File: config.mk
export PLATFORM = sky130hd
export DESIGN_NAME = serial_sub_ctrl
export DESIGN_NICKNAME = d
export VERILOG_FILES = /design/src/rtl/serial_sub_pkg.sv /design/src/rtl/fs_bit.sv /design/src/rtl/serial_sub_ctrl.sv
export SDC_FILE = /design/constraint.sdc
export NUM_CORES = 1
export LEC_CHECK = 0
export CORE_MARGIN = 10
export CORE_UTILIZATION = 44
export DETAILED_ROUTE_END_ITERATION = 16
export GPL_ROUTABILITY_DRIVEN = 0
export PLACE_DENSITY = 0.74
export SLEW_MARGIN = 30
export SYNTH_ARGS = -nofsm -noshare
export SYNTH_HDL_FRONTEND = slang
export SYNTH_SLANG_ARGS = --single-unit
File: constraint.sdc
create_clock -name clk -period 2 [get_ports clk]
set_input_delay 0.4 -clock clk [delete_from_list [all_inputs] [get_ports clk]]
set_output_delay 0.4 -clock clk [all_outputs]
set_load 0.02 [all_outputs]
File: src/rtl/serial_sub_pkg.sv
// Shared constants for the bit-serial subtractor: FSM state encoding and default width.
package serial_sub_pkg;

  localparam int WIDTH_DEF = 8;

  typedef enum logic [1:0] {
    IDLE = 2'd0,
    RUN  = 2'd1,
    DONE = 2'd2
  } state_t;

endpackage

File: src/rtl/fs_bit.sv
// Single full-subtractor bit slice: d = a - b - bi, bo is the borrow out.
module fs_bit (
  output logic bo,
  output logic d,
  input  logic a,
  input  logic b,
  input  logic bi
);

  assign d  = a ^ b ^ bi;
  assign bo = (~a & b) | (~(a ^ b) & bi);

endmodule

File: src/rtl/serial_sub_ctrl.sv
// Bit-serial subtractor: one fs_bit slice walks the operands LSB first, one bit per clock.
module serial_sub_ctrl
  import serial_sub_pkg::*;
#(
  parameter int WIDTH = WIDTH_DEF
) (
  input  logic             clk,
  input  logic             rst,
  input  logic             start,
  input  logic [WIDTH-1:0] a,
  input  logic [WIDTH-1:0] b,
  input  logic             bin,
  output logic             busy,
  output logic             done,
  output logic [WIDTH-1:0] d,
  output logic             bout
);

  localparam int CNT_W = (WIDTH > 1) ? $clog2(WIDTH) : 1;
  localparam logic [CNT_W-1:0] LAST = CNT_W'(WIDTH - 1);

  state_t           state_q, state_d;
  logic [CNT_W-1:0] cnt_q, cnt_d;
  logic [WIDTH-1:0] a_q, a_d;
  logic [WIDTH-1:0] b_q, b_d;
  logic [WIDTH-1:0] d_q, d_d;
  logic             br_q, br_d;
  logic             bout_q, bout_d;
  logic             slice_d;
  logic             slice_bo;

  fs_bit u_fs_bit (
    .bo (slice_bo),
    .d  (slice_d),
    .a  (a_q[cnt_q]),
    .b  (b_q[cnt_q]),
    .bi (br_q)
  );

  always_comb begin
    state_d = state_q;
    cnt_d   = cnt_q;
    a_d     = a_q;
    b_d     = b_q;
    d_d     = d_q;
    br_d    = br_q;
    bout_d  = bout_q;
    case (state_q)
      IDLE: begin
        if (start) begin
          a_d     = a;
          b_d     = b;
          br_d    = bin;
          cnt_d   = '0;
          d_d     = '0;
          bout_d  = 1'b0;
          state_d = RUN;
        end
      end
      RUN: begin
        d_d[cnt_q] = slice_d;
        br_d       = slice_bo;
        // Counter stops at the last bit rather than wrapping.
        if (cnt_q == LAST) begin
          bout_d  = slice_bo;
          state_d = DONE;
        end else begin
          cnt_d = cnt_q + 1'b1;
        end
      end
      DONE: state_d = IDLE;
      default: state_d = IDLE;
    endcase
  end

  always_ff @(posedge clk) begin
    if (rst) begin
      state_q <= IDLE;
      cnt_q   <= '0;
      a_q     <= '0;
      b_q     <= '0;
      d_q     <= '0;
      br_q    <= 1'b0;
      bout_q  <= 1'b0;
    end else begin
      state_q <= state_d;
      cnt_q   <= cnt_d;
      a_q     <= a_d;
      b_q     <= b_d;
      d_q     <= d_d;
      br_q    <= br_d;
      bout_q  <= bout_d;
    end
  end

  assign busy = (state_q != IDLE);
  assign done = (state_q == DONE);
  assign d    = d_q;
  assign bout = bout_q;

endmodule

Word-level counts from Yosys, hierarchy flattened:

Cells that the tools add are included.

* memory bits (writable): 0
* logic and storage cells: 52
* input bits: 20
* latch bits: 0
* register bits after elaboration: 31
* output and inout port bits: 11
* bits in read-only memories: 0
* memories: 0

* equality and inequality tests: 6
* bitwise operators: 7
* add/sub/neg operators: 1
* magnitude comparators: 2
* multiplexer cells: 20
* reductions and logical operators: 9
* divide/modulo/power cells: 0
* shifts and indexed selects: 0
* multipliers: 0

Operator list (number)
* 8-bit case mux with 2 select lines: 1
* 8-bit bitwise mux: 1
* 8-bit 2-to-1 mux: 1
* 1-bit binary-select mux with 3-bit select: 2
* 1-bit 2-to-1 mux: 6
* 3-bit 2-to-1 mux: 2
* 2-bit inequality test (second input constant): 3
* 3-bit case mux with 2 select lines: 1
* 2-bit AND reduction: 3
* 3-bit AND reduction: 2
* 3-bit by 4-bit less-than comparator with 1-bit output (second input constant): 1
* 2-bit 2-to-1 mux: 2
* 1-bit case mux with 2 select lines: 2
* 2-bit case mux with 2 select lines: 1
* 2-bit nonzero test: 2
* 3-bit by 1-bit adder with 3-bit output (second input constant): 1
* 1-bit demux with 3-bit select: 1
* 3-bit equality test (second input constant): 1
* 3-bit by 1-bit >= comparator with 1-bit output (second input constant): 1
* 1-bit bitwise AND: 2
* 2-bit by 1-bit equality test with 1-bit output (second input constant): 1
* 2-bit equality test (second input constant): 1
* 2-bit logical NOT: 1
* 1-bit inverter: 2
* other kinds (3): 4

Longest topological paths before layout:

* depth after elaboration: 8
* gate-level depth with buffers: 9
* depth with buffers taken out: 8

Hierarchy:

From an unflattened synthesis, not the netlist that was laid out.

* cell total of the unflattened synthesis: 170
* area, all modules: 1519.0 um^2

Modules (own cells, without submodules)
* serial_sub_ctrl: seq. area each 620.6 um^2, cells each 166, instances 1, area each 1487.7 um^2
* fs_bit: seq. area each 0.0 um^2, cells each 4, instances 1, area each 31.3 um^2

Worst setup path before layout:

No wires, ideal clock.

* path type: register to register
* start: register cnt_q[0]
* end: register d_q[3] (netlist: d[3])
* setup time: 0.070 ns
* path buffers: 2
* path slack: -0.167 ns
* arrival time: 2.096 ns
* period minus slack after synthesis: 2.167 ns
* cell stages (with the launch flop): 8
* required time: 1.930 ns
* cells stage by stage: dfxtp_1 buf_6 mux4_1 mux2_2 fa_1 clkbuf_2 nand4_1 a21oi_1

* cells in the longest elaborated chain, start to end: 6
* elaborated cells on any way between the ends: 13
* those cells by class: order compare (2); mux (8); bitwise (2); reduce/logical (1)

Ends and longest elaborated chain
* from (decl): RTL line serial_sub_ctrl.sv:23 `logic [CNT_W-1:0] cnt_q, cnt_d;`
* from (signal assigned): RTL line serial_sub_ctrl.sv:87 `cnt_q <= cnt_d;`
* 3-bit by 4-bit less-than comparator with 1-bit output (implied by the code) (tied with other cells): RTL line serial_sub_ctrl.sv:61 `d_d[cnt_q] = slice_d;`
* 1-bit logical AND (implied by the code) (tied with other cells): RTL line serial_sub_ctrl.sv:61
* 1-bit 2-to-1 mux (implied by the code) / 1-bit XOR (equally long branches): RTL line serial_sub_ctrl.sv:61, fs_bit.sv:10
* 1-bit demux with 3-bit select / 1-bit XOR (equally long branches): RTL line serial_sub_ctrl.sv:61, fs_bit.sv:10
* 8-bit bitwise mux *: RTL line serial_sub_ctrl.sv:61
* 8-bit case mux with 2 select lines *: RTL line serial_sub_ctrl.sv:48 `case (state_q)`
* to (signal assigned): RTL line serial_sub_ctrl.sv:82 `d_q <= '0;`
* to (signal assigned): RTL line serial_sub_ctrl.sv:90 `d_q <= d_d;`
* to (decl): RTL line serial_sub_ctrl.sv:26 `logic [WIDTH-1:0] d_q, d_d;`

Mark *: on every way between the ends. The rest lies on a longest branch, timed or not. The select of a mux whose other input is x is not followed.
A chain may end at the register's enable or synchronous reset.

Worst setup path in the final report:

* start: register cnt_q[0]
* end: register d_q[7] (netlist: d[7])

Same word-level chain as after synthesis.

==> reports/qor.yml <==
hold_viol: 0
slowest_stage: "fa_2"
drt_pass1_iterations: 6
crit_fanout: 8
violations: "setup timing"
ios: 31
worstPathCellList: "mux4_2 > mux2_4 > fa_2 > nand4_1 > a21oi_1"
die_area_um2: 5870
pwr_density_cell_nw_per_um2: 726
max_freq_ghz: 0.475
postCtsHoldBufs: 0
max_stage_delay_ns: 0.65
cts_tree: "done"
cts_max_path_buffers: 2
postCtsSetupBuffers: 0
avgSynthCellArea_um2: 8.49
routed_wl_um: 3070
syn_inst: 166
via_per_inst: 5.07
cp_top_family: "multiplexers"
first_global_vias: 1157
wl_per_cell_um: 12.6
ir_worst_vdd_mv: 0.409
num_rows: 20
criticalPathCategory: "reg -> reg"
drt_iter0_markers: 59
drv_cap: 0
status: "finished with violations"
max_slew_margin_pct: 69.1
route.vias.total: 1237
leakage_uw: 0.000683
ys_types: 30
fin_crit_sh_pct: 105
syn-cell-area_um2: 1410
syn_to_final_growth_pct: 35.3
path_buf_inv: 0
core_area_um2: 3050
grt_pass1_wl_um: 5180
postLayoutSetupSlackWorst_ns: -0.103
io_buffers: 30
start_kind: "register"
ys_seq_elements: 31
grt_max_degree: 32
numCtsBuffers: 5
holdWs_ns: 0.459
synth_nets: 189
nets: 222
worstPathRequired_ns: 2.27
dpl.hpwl_um: 2320
ys_warn_count: 0
drtAntennaViolNets: 0
clock_latency_ns: 0.33
rsz0062_at_grt: "true"
hp-class: "reg -> reg"
skew_ns: 0.00952
synth-seq-area-share_pct: 44.0
fp.dieH_um: 76.6
period_needed_ns: 2.10
clkSinkCount: 31
worstPathArrival_ns: 2.38
setup_viol: 8
ctsRootBufferMaster: "clkbuf_4"
cp-end-kind: "register"
drc_errors: 0
antenna_found_initial: 0
drv_slew: 0
die_x_um: 76.6
htreeDepth: 2
place_ws_ns: -0.156
dpl_cell_area_um2: 1760
tns_ns: -0.643
track_usage_pct: 10.6
drive_gt1_share_pct: 20.0
path_clk_slew_ns: 0.10
fin_area_um2: 1910
start_util_pct: 46.1
worst_pin_slew_ns: 0.462
overflow: 0
antennaDiodeCount: 0
==> registers in the layout, summed over array words and instances (netlist names) <==
name     count
a_q          8
b_q          8
bout         1
br_q         1
cnt_q        3
d            8
state_q      2
==> report_power, final <==
group	switching, µW	internal (µW)
Sequential	18.2	644
Clock	209	295
Combinational	109	107
==> final cells by class <==
type / count / area, µm²
inverters: 2 / 7.51
well taps: 44 / 55.1
clock inverters: 2 / 35.0
fillers: 289 / 1150
multi-input cells: 121 / 768
flip-flops and latches: 31 / 628
clock buffers: 6 / 51.3
repair buffers: 38 / 360
==> through the flow <==
step           cells  total power [µW]  utilization [%]
6_report         244              1380             62.4
5_1_grt          244              1450             62.4
4_1_cts          244              1380             60.7
3_5_place_dp     236               877             57.7
3_3_place_gp     236               871             57.7
2_1_floorplan    166               807                -
==> placed cells by master (no fill, tap or decap) <==
| master | instances |
|---|---|
| fa_2 | 1 |
| a22oi_1 | 2 |
| nand3_1 | 2 |
| a21oi_2 | 3 |
| clkbuf_8 | 1 |
| mux2_2 | 3 |
| clkbuf_4 | 5 |
| and2_1 | 1 |
| nand2b_1 | 4 |
| o22ai_2 | 1 |
| mux2i_1 | 1 |
| a31oi_1 | 1 |
| buf_4 | 8 |
| clkdlybuf4s50_1 | 30 |
| dfxtp_2 | 3 |
| a22o_1 | 1 |
| bufinv_16 | 1 |
| nand2_2 | 1 |
| nand4_1 | 2 |
| a21oi_1 | 24 |
| nand3b_1 | 1 |
| inv_1 | 2 |
| and2b_1 | 1 |
| nor3b_1 | 1 |
| clkinv_2 | 1 |
| dfxtp_1 | 27 |
| mux4_2 | 2 |
| nor2_2 | 1 |
| nand2_1 | 35 |
| nor3b_4 | 1 |
| dfxtp_4 | 1 |
| nor2b_1 | 3 |
| o211ai_1 | 6 |
| mux2_4 | 1 |
| ha_1 | 2 |
| nor2_1 | 12 |
| nand3_2 | 5 |
| a22oi_2 | 1 |
| o311ai_0 | 2 |
==> kinds of logic after synthesis <==
family | share of synthesized area (%)
AND/OR/NAND/NOR | 23.1
AO/OA/AOI/OAI | 17.1
flip-flops | 44.1
buffers and inverters | 4.88
multiplexers | 7.64
adder cells (fa/ha/maj) | 3.20
==> metal layers <==
metal  routed length, µm  vias up  track usage, %
met2                1540       41            17.5
met4                  51        0            5.20
met5                   0        -               0
met3                 224        8            4.95
li1                    -      637               -
met1                1250      551            11.1
==> synthesized netlist by cell type <==
cell type	instances	area, µm²
clkbuf_2	1	5.00
buf_6	1	11.3
dfxtp_1	31	621
o211ai_1	6	45.0
o22ai_1	1	6.26
o311ai_0	2	17.5
inv_1	2	7.51
a31oi_1	1	6.26
ha_1	2	25.0
nand3b_1	1	7.51
fa_1	1	20.0
mux2i_1	1	10.0
nand2_2	1	6.26
a22oi_1	3	22.5
nor3b_4	1	18.8
and2_1	1	6.26
and2b_1	1	7.51
clkbuf_1	4	15.0
mux4_1	2	52.6
mux2_2	4	45.0
a21oi_1	27	135
nand3_1	7	35.0
a22o_1	1	8.76
buf_2	6	30.0
nand2_1	35	131
nor3b_1	1	7.51
nor2_1	13	48.8
nand2b_1	4	25.0
nand4_1	2	12.5
nor2b_1	3	18.8
==> worst register-to-register path, stage by stage, from the launching register on <==
cell and delay (ns):
dfxtp_4 0.38, mux4_2 0.49, mux2_4 0.28, fa_2 0.65
nand4_1 0.12, a21oi_1 0.14
==> final timing paths <==
| check | from | endpoint | slack [ns] | cells past startpoint |
|---|---|---|---|---|
| max | cnt_q[0] | d[7] | -0.10 | 5 |
| min | a_q[5] | a_q[5] | 0.46 | 2 |
| max reg2reg | cnt_q[0] | d[7] | -0.10 | 5 |
| min reg2reg | a_q[5] | a_q[5] | 0.46 | 2 |
==> repair_timing <==
action / 4_1_cts / 5_1_grt
pin swaps: 3 / 2
setup endpoints to repair: 9 / 10
gates resized for setup: 2 / 14
Power figures use the tool's default switching activity.
